$ cat src/rtl/sram_like_bus_arbiter.sv
// Shares one SRAM-like memory port between the fetch master (inst_*) and the
// load/store master (data_*). The data master wins on a fresh grant. A grant stays
// locked to its master until the slave accepts. Responses come back in request
// order, and a small owner FIFO routes each one to the master that issued it.
module sram_like_bus_arbiter #(
  parameter int unsigned ADDR_WIDTH        = 32,
  parameter int unsigned DATA_WIDTH        = 32,
  parameter int unsigned OUTSTANDING_DEPTH = 4
) (
  input  logic                  clock,
  input  logic                  reset,
  // fetch master
  input  logic                  inst_req,
  input  logic [ADDR_WIDTH-1:0] inst_addr,
  output logic                  inst_addr_ok,
  output logic                  inst_data_ok,
  output logic [DATA_WIDTH-1:0] inst_rdata,
  // load/store master
  input  logic                  data_req,
  input  logic                  data_wr,
  input  logic [1:0]            data_size,
  input  logic [3:0]            data_wstrb,
  input  logic [ADDR_WIDTH-1:0] data_addr,
  input  logic [DATA_WIDTH-1:0] data_wdata,
  output logic                  data_addr_ok,
  output logic                  data_data_ok,
  output logic [DATA_WIDTH-1:0] data_rdata,
  // memory slave
  output logic                  bus_req,
  output logic                  bus_wr,
  output logic [1:0]            bus_size,
  output logic [3:0]            bus_wstrb,
  output logic [ADDR_WIDTH-1:0] bus_addr,
  output logic [DATA_WIDTH-1:0] bus_wdata,
  input  logic                  bus_addr_ok,
  input  logic                  bus_data_ok,
  input  logic [DATA_WIDTH-1:0] bus_rdata,
  output logic                  protocol_error
);

  localparam int unsigned PtrW = $clog2(OUTSTANDING_DEPTH);
  localparam int unsigned CntW = PtrW + 1;

  typedef enum logic [1:0] {StIdle, StLockData, StLockInst} state_e;
  typedef enum logic [1:0] {GntNone, GntData, GntInst} grant_e;

  state_e                       state_q, state_d;
  grant_e                       grant;
  logic [OUTSTANDING_DEPTH-1:0] owner_q;  // 1 = data master, 0 = fetch master
  logic [PtrW-1:0]              wr_ptr_q, rd_ptr_q;
  logic [CntW-1:0]              count_q;
  logic                         err_q;

  logic full, empty, accept, push, pop, err_set, head_is_data;

  assign full  = (count_q == CntW'(OUTSTANDING_DEPTH));
  assign empty = (count_q == '0);

  // Pick the master driving the bus this cycle; a lock ignores the other master and
  // the full condition, while a fresh grant is blocked when the FIFO is full.
  always_comb begin
    grant = GntNone;
    unique case (state_q)
      StIdle: begin
        if (!full) begin
          if (data_req) begin
            grant = GntData;
          end else if (inst_req) begin
            grant = GntInst;
          end
        end
      end
      StLockData: if (data_req) grant = GntData;
      StLockInst: if (inst_req) grant = GntInst;
      default:    grant = GntNone;
    endcase
    // Everything facing the slave and the masters is quiet while reset is held.
    if (!reset) grant = GntNone;
  end

  // Mux the granted master's request fields onto the bus.
  always_comb begin
    bus_req   = 1'b0;
    bus_wr    = 1'b0;
    bus_size  = 2'd0;
    bus_wstrb = 4'd0;
    bus_addr  = '0;
    bus_wdata = '0;
    unique case (grant)
      GntData: begin
        bus_req   = 1'b1;
        bus_wr    = data_wr;
        bus_size  = data_size;
        bus_wstrb = data_wstrb;
        bus_addr  = data_addr;
        bus_wdata = data_wdata;
      end
      GntInst: begin
        bus_req   = 1'b1;
        bus_size  = 2'd2;
        bus_addr  = inst_addr;
      end
      default: ;
    endcase
  end

  assign accept       = bus_req & bus_addr_ok;
  assign data_addr_ok = accept & (grant == GntData);
  assign inst_addr_ok = accept & (grant == GntInst);

  // An accept while full has no slot to record its owner; it is dropped and flagged.
  assign push    = accept & ~full;
  assign pop     = reset & bus_data_ok & ~empty;
  assign err_set = reset & ((bus_data_ok & empty) | (accept & full));

  assign head_is_data = owner_q[rd_ptr_q];

  // Route each response to the owner at the FIFO head; the idle side reads zero.
  always_comb begin
    data_data_ok = pop & head_is_data;
    inst_data_ok = pop & ~head_is_data;
    data_rdata   = data_data_ok ? bus_rdata : '0;
    inst_rdata   = inst_data_ok ? bus_rdata : '0;
  end

  assign protocol_error = err_q;

  // Lock onto a master whose request was not accepted; release on accept or req drop.
  always_comb begin
    state_d = state_q;
    unique case (state_q)
      StIdle: begin
        if (grant == GntData && !bus_addr_ok) begin
          state_d = StLockData;
        end else if (grant == GntInst && !bus_addr_ok) begin
          state_d = StLockInst;
        end
      end
      StLockData: if (!data_req || bus_addr_ok) state_d = StIdle;
      StLockInst: if (!inst_req || bus_addr_ok) state_d = StIdle;
      default:    state_d = StIdle;
    endcase
  end

  // FSM, owner FIFO and sticky error flag.
  always_ff @(posedge clock or negedge reset) begin
    if (!reset) begin
      state_q  <= StIdle;
      owner_q  <= '0;
      wr_ptr_q <= '0;
      rd_ptr_q <= '0;
      count_q  <= '0;
      err_q    <= 1'b0;
    end else begin
      state_q <= state_d;
      if (push) begin
        owner_q[wr_ptr_q] <= (grant == GntData);
        wr_ptr_q          <= wr_ptr_q + PtrW'(1);
      end
      if (pop) begin
        rd_ptr_q <= rd_ptr_q + PtrW'(1);
      end
      count_q <= count_q + CntW'(push) - CntW'(pop);
      if (err_set) begin
        err_q <= 1'b1;
      end
    end
  end

endmodule

$ cat config.mk
export PLATFORM = sky130hd
export DESIGN_NAME = sram_like_bus_arbiter
export DESIGN_NICKNAME = d
export VERILOG_FILES = /design/src/rtl/sram_like_bus_arbiter.sv
export SDC_FILE = /design/constraint.sdc
export NUM_CORES = 1
export LEC_CHECK = 0
export ABC_CLOCK_PERIOD_IN_PS = 3230
export CAP_MARGIN = 15
export CORE_AREA = 2 2 109 111
export DETAILED_ROUTE_END_ITERATION = 8
export DIE_AREA = 0 0 111 113
export GPL_TIMING_DRIVEN = 0
export HOLD_SLACK_MARGIN = 0.08
export PLACE_DENSITY = 0.66
export SLEW_MARGIN = 20
export SYNTH_ARGS = -nofsm -noshare
export SYNTH_HDL_FRONTEND = slang
export SYNTH_SLANG_ARGS = --single-unit
$ cat constraint.sdc
create_clock -name clock -period 3.23 [get_ports clock]
set_clock_uncertainty 0.1 [all_clocks]
set_input_delay 0.323 -clock clock [delete_from_list [all_inputs] [get_ports clock]]
set_output_delay 0.323 -clock clock [all_outputs]
set_load 0.02 [all_outputs]
==> results of run 1 <==
area by class of cell:
type	instances	area, sq um	area share
flip-flops and latches	14	350.3	0.06643
diodes	2	5.005	0.0009490
inverters	8	30.03	0.005694
plain buffers	26	200.2	0.03796
repair buffers	288	2905	0.5509
well taps	143	178.9	0.03393
clock buffers	4	88.84	0.01684
multi-input cells	253	1515	0.2873
registers in the layout, summed over array words and instances (netlist names):
register and cells:
count_q 3, owner_q 4, protocol_error 1, rd_ptr_q 2
state_q 2, wr_ptr_q 2
critical path, delay by kind of cell (launching register included):
family                   cells  cell delay [ps]
buffers and inverters        3             1090
AO/OA/AOI/OAI                1              190
flip-flops                   1              380
AND/OR/NAND/NOR              2              490
adder cells (fa/ha/maj)      1              320
metal layers:
| layer | vias to the layer above | global-route usage |
|---|---|---|
| met2 | 173 | 0.3321 |
| li1 | 1564 | - |
| met5 | - | 0 |
| met3 | 14 | 0.05517 |
| met1 | 1407 | 0.1634 |
| met4 | 0 | 0.04333 |
through the flow:
step	instances	area, sq um	setup TNS, ps	total power, W	setup slack, ps
6_report	738	5274	0	0.002281	96.91
4_1_cts	737	5195	-27.94	0.002301	-22.14
5_1_grt	738	5274	-17.01	0.002449	-16.65
3_5_place_dp	728	5040	-44020	0.001973	-828.4
2_1_floorplan	304	2048	0	0.001280	29.66
3_3_place_gp	728	5040	-37990	0.001942	-753.3
worst paths after layout:
kind                                            startpoint                          to  slack, ps  depth (start not counted)
worst max-delay path                  count_q[1]$_DFF_PN0_                bus_addr[13]        100                          7
worst min-delay path            protocol_error$_DFFE_PN0P_  protocol_error$_DFFE_PN0P_        370                          1
worst min register to register  protocol_error$_DFFE_PN0P_  protocol_error$_DFFE_PN0P_        370                          1
min in group asynchronous                            reset      state_q[0]$_DFFE_PN0P_        740                          2
worst max register to register        count_q[1]$_DFF_PN0_        count_q[2]$_DFF_PN0_        140                         15
max in group asynchronous                            reset     rd_ptr_q[0]$_DFFE_PN0P_       1880                          2
cells in the final DEF, fill, tap and decap left out, types with 2 or more instances in the layout:
cell | netlist | final
inv_1 | 8 | 8
dlygate4sd2_1 | 0 | 15
xnor2_2 | 1 | 2
dlymetal6s2s_1 | 0 | 22
mux2_1 | 4 | 4
clkdlybuf4s50_1 | 0 | 243
nor2_2 | 7 | 7
buf_4 | 3 | 10
nand2_1 | 35 | 35
mux2i_1 | 3 | 3
ha_1 | 8 | 5
diode_2 | 0 | 2
a21oi_1 | 2 | 2
and2_1 | 42 | 42
nand3_2 | 4 | 4
clkbuf_1 | 15 | 2
ha_2 | 0 | 2
nor2_1 | 92 | 92
clkbuf_2 | 0 | 5
nor3_1 | 3 | 3
buf_2 | 3 | 2
clkbuf_16 | 0 | 3
dfrtp_1 | 14 | 14
buf_6 | 8 | 8
clkbuf_4 | 0 | 5
xnor2_1 | 3 | 2
a22oi_1 | 32 | 32
power by group through the flow:
stage / Sequential, W / Clock [W] / Combinational [W]
floorplan: 0.000317 / 0 / 0.000963
global placement: 0.000320 / 0 / 0.00162
detailed placement: 0.000326 / 0 / 0.00165
CTS: 0.000312 / 0.000264 / 0.00172
global route: 0.000323 / 0.000275 / 0.00185
finish: 0.000311 / 0.000258 / 0.00171
logic make-up after synthesis:
kind of cell / synth area share
AND/OR/NAND/NOR: 0.4335
XOR/XNOR: 0.02525
adder cells (fa/ha/maj): 0.05912
AO/OA/AOI/OAI: 0.1478
flip-flops: 0.1724
buffers and inverters: 0.1053
multiplexers: 0.05665
what timing repair did:
action / 4_1_cts / 5_1_grt
endpoints found under the hold margin: 14 / 0
pin swaps: 4 / 5
setup buffers: 6 / 0
setup endpoints to repair: 135 / 49
cloned: 0 / 0
hold buffers: 1 / 0
resized for setup: 35 / 33
==> results.json, run 1 <==
{
  "drt_iter0_drc": 154,
  "wl_per_cell_microns": 15.02,
  "fp-row-count": 39,
  "slew_violations": 0,
  "grt_pass1_wl_mm": 16.86,
  "ys_warn_count": 0,
  "area_delta_synth_final_pct": 159.5,
  "fill_cells": 1155,
  "ys_top_cells_by_area": "dfrtp_1, nor2_1, and2_1",
  "hold_class": "flip-flop to flip-flop",
  "tightest_slew_ps": 634.2,
  "synthesis.area_sq_mm": 0.002032,
  "crit_type": "flip-flop to primary output",
  "async_reset_ff_frac": 1.000,
  "clkTransAtPathRegs_ps": 50,
  "grt_pass1_vias": 3206,
  "start_kind": "flip-flop",
  "dieArea_sq_mm": 0.01254,
  "wl_met2_mm": 5.925,
  "netlist.area_leader.share": 0.1724,
  "period_needed_ps": 3133,
  "antenna_found_initial": 2,
  "dpl.hpwl_mm": 9.419,
  "ys.flop_type": "dfrtp_1",
  "ir_drop_mv": 0.2897,
  "synth_common_cells": "nor2_1, and2_1, nand2_1, a22oi_1, clkbuf_1",
  "grt_max_degree": 15,
  "relSlewSlack": 0.5758,
  "gr-total-overflow": 0,
  "cpPeakStageDelay_ps": 570,
  "synth_most_common_cell": "nor2_1",
  "power.leakage_nw": 2.473,
  "dieWidth_microns": 111,
  "p_int_w": 0.001294,
  "worstPathCellList": "or3b_1, buf_6, o21a_1, ha_4, clkbuf_1, nor2_1, clkdlybuf4s50_1",
  "synth_enable_flop_cells": 0,
  "syn_inst": 304,
  "cts_buffers": 3,
  "pin_count": 282,
  "utilization": 0.4679,
  "net-switching-power_w": 0.0009872,
  "outcome": "completed",
  "vias": 3158,
  "cp_max_fo": 10,
  "worstPathRequired_ps": 2810,
  "drv_cap": 0,
  "drive_gt1_frac": 0.1029,
  "grtUsageTotal": 0.1662,
  "clkLatencyLatePin_ps": 240,
  "ys_seq_area_frac": 0.1724,
  "root_buffer": "clkbuf_16",
  "ys_ff_latch": 14,
  "comb_power_share": 0.750,
  "synth_area_per_cell_sq_um": 6.684,
  "arrival_ps": 2710,
  "clkPwrFrac": 0.113,
  "ant_nets": 0,
  "rsz0062_at_grt": "true",
  "hold_violations": 0,
  "drtPass1Iterations": 4,
  "io_buffer_count": 281,
  "p_sw_frac": 0.4327,
  "fp.coreArea_sq_mm": 0.01127,
  "cts.sinks": 14,
  "fmax_mhz": 319.2,
  "wl_met3_mm": 1.074,
  "viasPerCell": 4.279,
  "period_share": 0.9700,
  "highest-signal-layer": "met4",
  "drc": 0,
  "synth_nets": 454,
  "gp_congestion": 0.9602,
  "die_h_microns": 113,
  "yosysUniqueCellTypes": 36,
  "setup-violations-final": 0,
  "cts_tree": "yes",
  "start_util": 0.1803,
  "cp-end-kind": "primary output",
  "routed_wirelength_mm": 11.08,
  "cts_htree_levels": 1,
  "clock_path_buffers": 2,
  "powerDensity_mw_per_mm2": 432.5,
  "whs_ps": 371.1,
  "nNetsFinal": 744,
  "synth_top_area_cell": "dfrtp_1",
  "slowest_stage": "clkdlybuf4s50_1",
  "p_seq_frac": 0.137,
  "wl_met1_mm": 3.865
}
Power figures use the tool's default switching activity.
==> run 2: changes to the inputs <==
ABC_CLOCK_PERIOD_IN_PS = 2750   (was 3230)
PLACE_DENSITY = 0.62   (was 0.66)
clock period = 2.75 ns   (was 3.23 ns; I/O delays follow)
==> run 2 against run 1 <==
Compared with the run above: die area stayed put; combinational power is 19% higher; flip-flop and latch count stayed put; sequential power is 18% higher; the run now ends with setup timing left; wire length is 5.9% lower; worst hold slack worse by 12 ps; non-clock buffer count is 7 higher; cell count is 0.68% higher; total power is 19% higher; clock power is 19% higher; final area stayed put.
==> results.json, run 2 (same netlist as run 1, synthesis figures left out) <==
{
  "outcome": "finished with violations",
  "violations": "setup timing",
  "reg2reg_to": "count_q[2]$_DFF_PN0_",
  "gr-total-overflow": 0,
  "pin_count": 282,
  "area_delta_synth_final_pct": 159.5,
  "fp.coreArea_sq_mm": 0.01127,
  "drt_iter0_drc": 86,
  "drc": 0,
  "antenna_found_initial": 0,
  "arrival_ps": 2930,
  "grt_pass1_wl_mm": 15.97,
  "slew_violations": 0,
  "start_util": 0.1803,
  "routed_wirelength_mm": 10.43,
  "start_kind": "flip-flop",
  "r2r-start": "count_q[2]$_DFF_PN0_",
  "rr_worst_depth": 13,
  "cp-end-kind": "flip-flop",
  "clock_path_buffers": 2,
  "drv_cap": 0,
  "worstPathRequired_ps": 2780,
  "vias": 3235,
  "die_h_microns": 113,
  "period_share": 1.054,
  "gp_congestion": 0.9366,
  "setup-violations-final": 1,
  "placed_area_sq_mm": 0.005042,
  "grt_max_degree": 15,
  "mostFrequentLayoutCells": "clkdlybuf4s50_1, nor2_1, and2_1",
  "dieArea_sq_mm": 0.01254,
  "period_needed_ps": 2899,
  "reg2reg_slack_ps": -150,
  "cts.sinks": 14,
  "ant_nets": 0,
  "cts_tree": "yes",
  "stdcell_area_sq_mm": 0.005274,
  "utilization": 0.4679,
  "power.leakage_nw": 2.353,
  "ir_drop_mv": 0.3904,
  "clkTransAtPathRegs_ps": 50,
  "whs_ps": 359.5,
  "drive_gt1_frac": 0.2083,
  "powerDensity_mw_per_mm2": 514.3,
  "antenna_cells": 0,
  "crit_type": "flip-flop to flip-flop",
  "top_regs": "owner_q: 4 flops, count_q: 3 flops",
  "io_buffer_count": 281,
  "dpl.hpwl_mm": 8.797,
  "top_register": "owner_q",
  "dieWidth_microns": 111,
  "cts_buffers": 3,
  "root_buffer": "clkbuf_16",
  "crit_start": "count_q[2]$_DFF_PN0_",
  "relSlewSlack": 0.5681,
  "cts_htree_levels": 1,
  "setup_tns_ps": -148.6,
  "cp_max_fo": 4,
  "grtUsageTotal": 0.1541,
  "hold_start": "reset",
  "largest_reg_flops": 4,
  "layout_setup_ws_ps": -148.6,
  "nNetsFinal": 751,
  "grt_pass1_vias": 3349,
  "min_to": "protocol_error$_DFFE_PN0P_",
  "final_common_cell": "clkdlybuf4s50_1",
  "viasPerCell": 4.354,
  "hold_class": "input port to flip-flop",
  "hold_depth": 2,
  "drtPass1Iterations": 4,
  "power.total_w": 0.002712,
  "fmax_mhz": 345.0,
  "hold_violations": 0,
  "wl_per_cell_microns": 14.03,
  "clkLatencyLatePin_ps": 250,
  "tightest_slew_ps": 645.8,
  "rsz0062_at_grt": "true",
  "fp-row-count": 39
}
run 2: worst max-delay path by stage:
| stage | slack (ps) | to |
|---|---|---|
| finish | -150 | count_q[2]$_DFF_PN0_ |
| global route | -270 | count_q[2]$_DFF_PN0_ |
| CTS | -300 | count_q[2]$_DFF_PN0_ |
| detailed placement | -1200 | count_q[2]$_DFF_PN0_ |
| global placement | -1150 | count_q[2]$_DFF_PN0_ |
| floorplan | -420 | count_q[2]$_DFF_PN0_ |
run 2: critical path, stage by stage (launching register included):
cell and delay (ps):
dfrtp_1 380, or3b_4 280, a21oi_4 60, or3_4 380
ha_4 240, nor2b_4 110, and2_4 150, inv_2 40
ha_4 250, inv_2 30, ha_4 140, fa_2 350
xnor2_2 140, xnor2_1 130
run 2: metrics by stage:
stage / std cells / setup slack (ps)
4_1_cts: 742 / -298.4
2_1_floorplan: 304 / -423.4
5_1_grt: 743 / -272.3
6_report: 743 / -148.6
3_3_place_gp: 728 / -1154
3_5_place_dp: 728 / -1202
run 2: power by group:
| part | total [W] | internal, W | switching (W) | leakage (nW) |
|---|---|---|---|---|
| registers | 0.000367 | 0.000298 | 0.0000689 | 0.173 |
| clock network | 0.000307 | 0.000220 | 0.0000863 | 0.0442 |
| logic | 0.00204 | 0.00101 | 0.00102 | 2.14 |
run 2: repair_timing:
| item | CTS | global route |
|---|---|---|
| hold buffers | 1 | 0 |
| hold endpoints to repair | 14 | 0 |
| gates resized for setup | 188 | 50 |
| pin swaps | 7 | 7 |
| buffers inserted | 12 | 3 |
| setup endpoints to repair | 148 | 63 |
run 2: area by class of cell:
cell class / instances / area (sq um)
multi-input combinational: 253 / 1545
fill: 1150 / 5998
clock buffer: 4 / 88.84
inverter: 8 / 30.03
timing repair buffer: 297 / 2894
tap: 143 / 178.9
sequential: 14 / 350.3
buffer: 24 / 186.4
run 2: per-layer routing:
layer  part of all wire  wire length, microns  GRT usage
met4              0.027                   281    0.05083
met3              0.090                   942    0.03803
met1               0.35                  3614     0.1520
met5                  0                     0          0
met2               0.54                  5590     0.3121
==> run 3: changes to the inputs <==
ABC_CLOCK_PERIOD_IN_PS = 3400   (was 2750)
CORE_AREA = 2 2 110 112   (was 2 2 109 111)
DIE_AREA = 0 0 112 114   (was 0 0 111 113)
PLACE_DENSITY = 0.59   (was 0.62)
clock period = 3.4 ns   (was 2.75 ns; I/O delays follow)
==> run 3 against run 2 <==
Compared with the run above: the run now ends clean; core utilization fell by 2.1 points; critical endpoint is now bus_addr[27]; via count fell by 1.2%; cell count fell by 0.67%; clock power fell by 19%; critical path type is now flip-flop to primary output.
==> results.json, run 3 (same netlist as run 1, synthesis figures left out) <==
{
  "cp-end-kind": "primary output",
  "grt_pass1_wl_mm": 16.57,
  "crit_start": "count_q[1]$_DFF_PN0_",
  "dpl.hpwl_mm": 9.199,
  "period_needed_ps": 3266,
  "powerDensity_mw_per_mm2": 416.2,
  "arrival_ps": 2830,
  "mostFrequentLayoutCells": "clkdlybuf4s50_1, nor2_1, and2_1",
  "crit_type": "flip-flop to primary output",
  "wl_met1_mm": 3.983,
  "outcome": "completed",
  "clkLatencyLatePin_ps": 240,
  "area_delta_synth_final_pct": 157.3,
  "p_int_w": 0.001230,
  "root_buffer": "clkbuf_16",
  "comb_power_share": 0.749,
  "cts_tree": "yes",
  "largest_reg_flops": 4,
  "ir_drop_mv": 0.2706,
  "power.leakage_nw": 2.170,
  "worstPathRequired_ps": 2960,
  "fmax_mhz": 306.2,
  "final_common_cell": "clkdlybuf4s50_1",
  "drt_iter0_drc": 89,
  "hold_class": "flip-flop to flip-flop",
  "clkTransAtPathRegs_ps": 50,
  "dieArea_sq_mm": 0.01277,
  "antenna_found_initial": 0,
  "drtPass1Iterations": 4,
  "tightest_slew_ps": 633.7,
  "net-switching-power_w": 0.0009466,
  "setup-violations-final": 0,
  "cts.sinks": 14,
  "viasPerCell": 4.332,
  "fin_cells": 738,
  "wl_met3_mm": 1.098,
  "routed_wirelength_mm": 11.02,
  "drv_cap": 0,
  "drc": 0,
  "cp_max_fo": 10,
  "rsz0062_at_grt": "false",
  "p_sw_frac": 0.4350,
  "top_regs": "owner_q: 4 flops, count_q: 3 flops",
  "gr-total-overflow": 0,
  "r2r-start": "count_q[1]$_DFF_PN0_",
  "clock_path_buffers": 2,
  "start_kind": "flip-flop",
  "fp.coreArea_sq_mm": 0.01171,
  "nNetsFinal": 742,
  "highest-signal-layer": "met4",
  "slew_violations": 0,
  "relSlewSlack": 0.5761,
  "antenna_cells": 0,
  "grt_max_degree": 15,
  "wl_per_cell_microns": 14.93,
  "ant_nets": 0,
  "cts_buffers": 3,
  "top_register": "owner_q",
  "cts_htree_levels": 1,
  "drive_gt1_frac": 0.09983,
  "period_share": 0.9605,
  "hold_violations": 0,
  "fp-row-count": 40,
  "die_h_microns": 114,
  "vias": 3197,
  "start_util": 0.1735,
  "grt_pass1_vias": 3250,
  "clkPwrFrac": 0.114,
  "pin_count": 282,
  "dp_cells": 732,
  "gp_congestion": 0.8753,
  "hold_start": "protocol_error$_DFFE_PN0P_",
  "setup_tns_ps": 0,
  "io_buffer_count": 281,
  "wl_met2_mm": 5.779,
  "grtUsageTotal": 0.1583,
  "dieWidth_microns": 112,
  "p_seq_frac": 0.136
}
==> run 3: changes by cell type in the layout (fill, tap and decap cells not counted), sizes merged <==
cell           delta
clkdlybuf4s15    -31
dlygate4sd2      -18
dlymetal6s2s      -1
clkdlybuf4s50    +69
clkbuf            -5
buf              -23
==> run 3: final cells by class <==
| type | count | area [sq um] |
|---|---|---|
| fillers | 1195 | 6482 |
| flip-flops and latches | 14 | 350.3 |
| repair buffers | 286 | 2872 |
| clock buffers | 4 | 88.84 |
| multi-input cells | 253 | 1503 |
| well taps | 147 | 183.9 |
| plain buffers | 26 | 201.4 |
| inverters | 8 | 30.03 |
==> run 3: power groups by stage <==
stage | logic, W | registers (W) | clock network [W]
final | 0.00163 | 0.000297 | 0.000249
after global routing | 0.00177 | 0.000308 | 0.000262
after CTS | 0.00165 | 0.000298 | 0.000253
after detailed placement | 0.00157 | 0.000310 | 0
after global placement | 0.00155 | 0.000305 | 0
after floorplan | 0.000906 | 0.000301 | 0
==> run 3: path summary, 6_finish.rpt <==
kind	cells after the start	to	slack (ps)
max	8	bus_addr[27]	130
min	1	protocol_error$_DFFE_PN0P_	380
max reg2reg	15	count_q[2]$_DFF_PN0_	160
min reg2reg	1	protocol_error$_DFFE_PN0P_	380
max in group asynchronous	2	wr_ptr_q[1]$_DFFE_PN0P_	2070
min in group asynchronous	2	owner_q[2]$_DFFE_PN0P_	720
==> run 3: stage by stage <==
step	area [sq um]	worst slack (ps)	power, W	utilization	hold slack, ps
floorplan	2032	99.84	0.001207	-	-55.59
global placement	5029	-719.1	0.001857	0.4294	352.5
detailed placement	5029	-796.2	0.001881	0.4294	365.4
CTS	5179	19.39	0.002197	0.4422	375.7
global route	5229	4.850	0.002338	0.4465	405.5
finish	5229	134.3	0.002176	0.4465	375.7
==> run 3: worst max-delay path, cell delays in order (launching register included) <==
cell and delay (ps):
dfrtp_1 400, or3b_4 390, buf_6 150, o21ai_0 200, ha_2 310, buf_2 260
a22oi_1 120, nor2_1 100, clkdlybuf4s50_1 630
==> run 3: layer usage <==
| metal | track usage | vias up |
|---|---|---|
| li1 | - | 1562 |
| met2 | 0.3127 | 188 |
| met4 | 0.04065 | 0 |
| met5 | 0 | - |
| met3 | 0.04623 | 11 |
| met1 | 0.1627 | 1436 |
==> run 3: repair_timing <==
item / CTS / global route
buffers inserted: 3 / 1
hold buffers: 1 / 0
gates resized for setup: 24 / 18
endpoints found under the setup margin: 76 / 39
endpoints found under the hold margin: 14 / 0
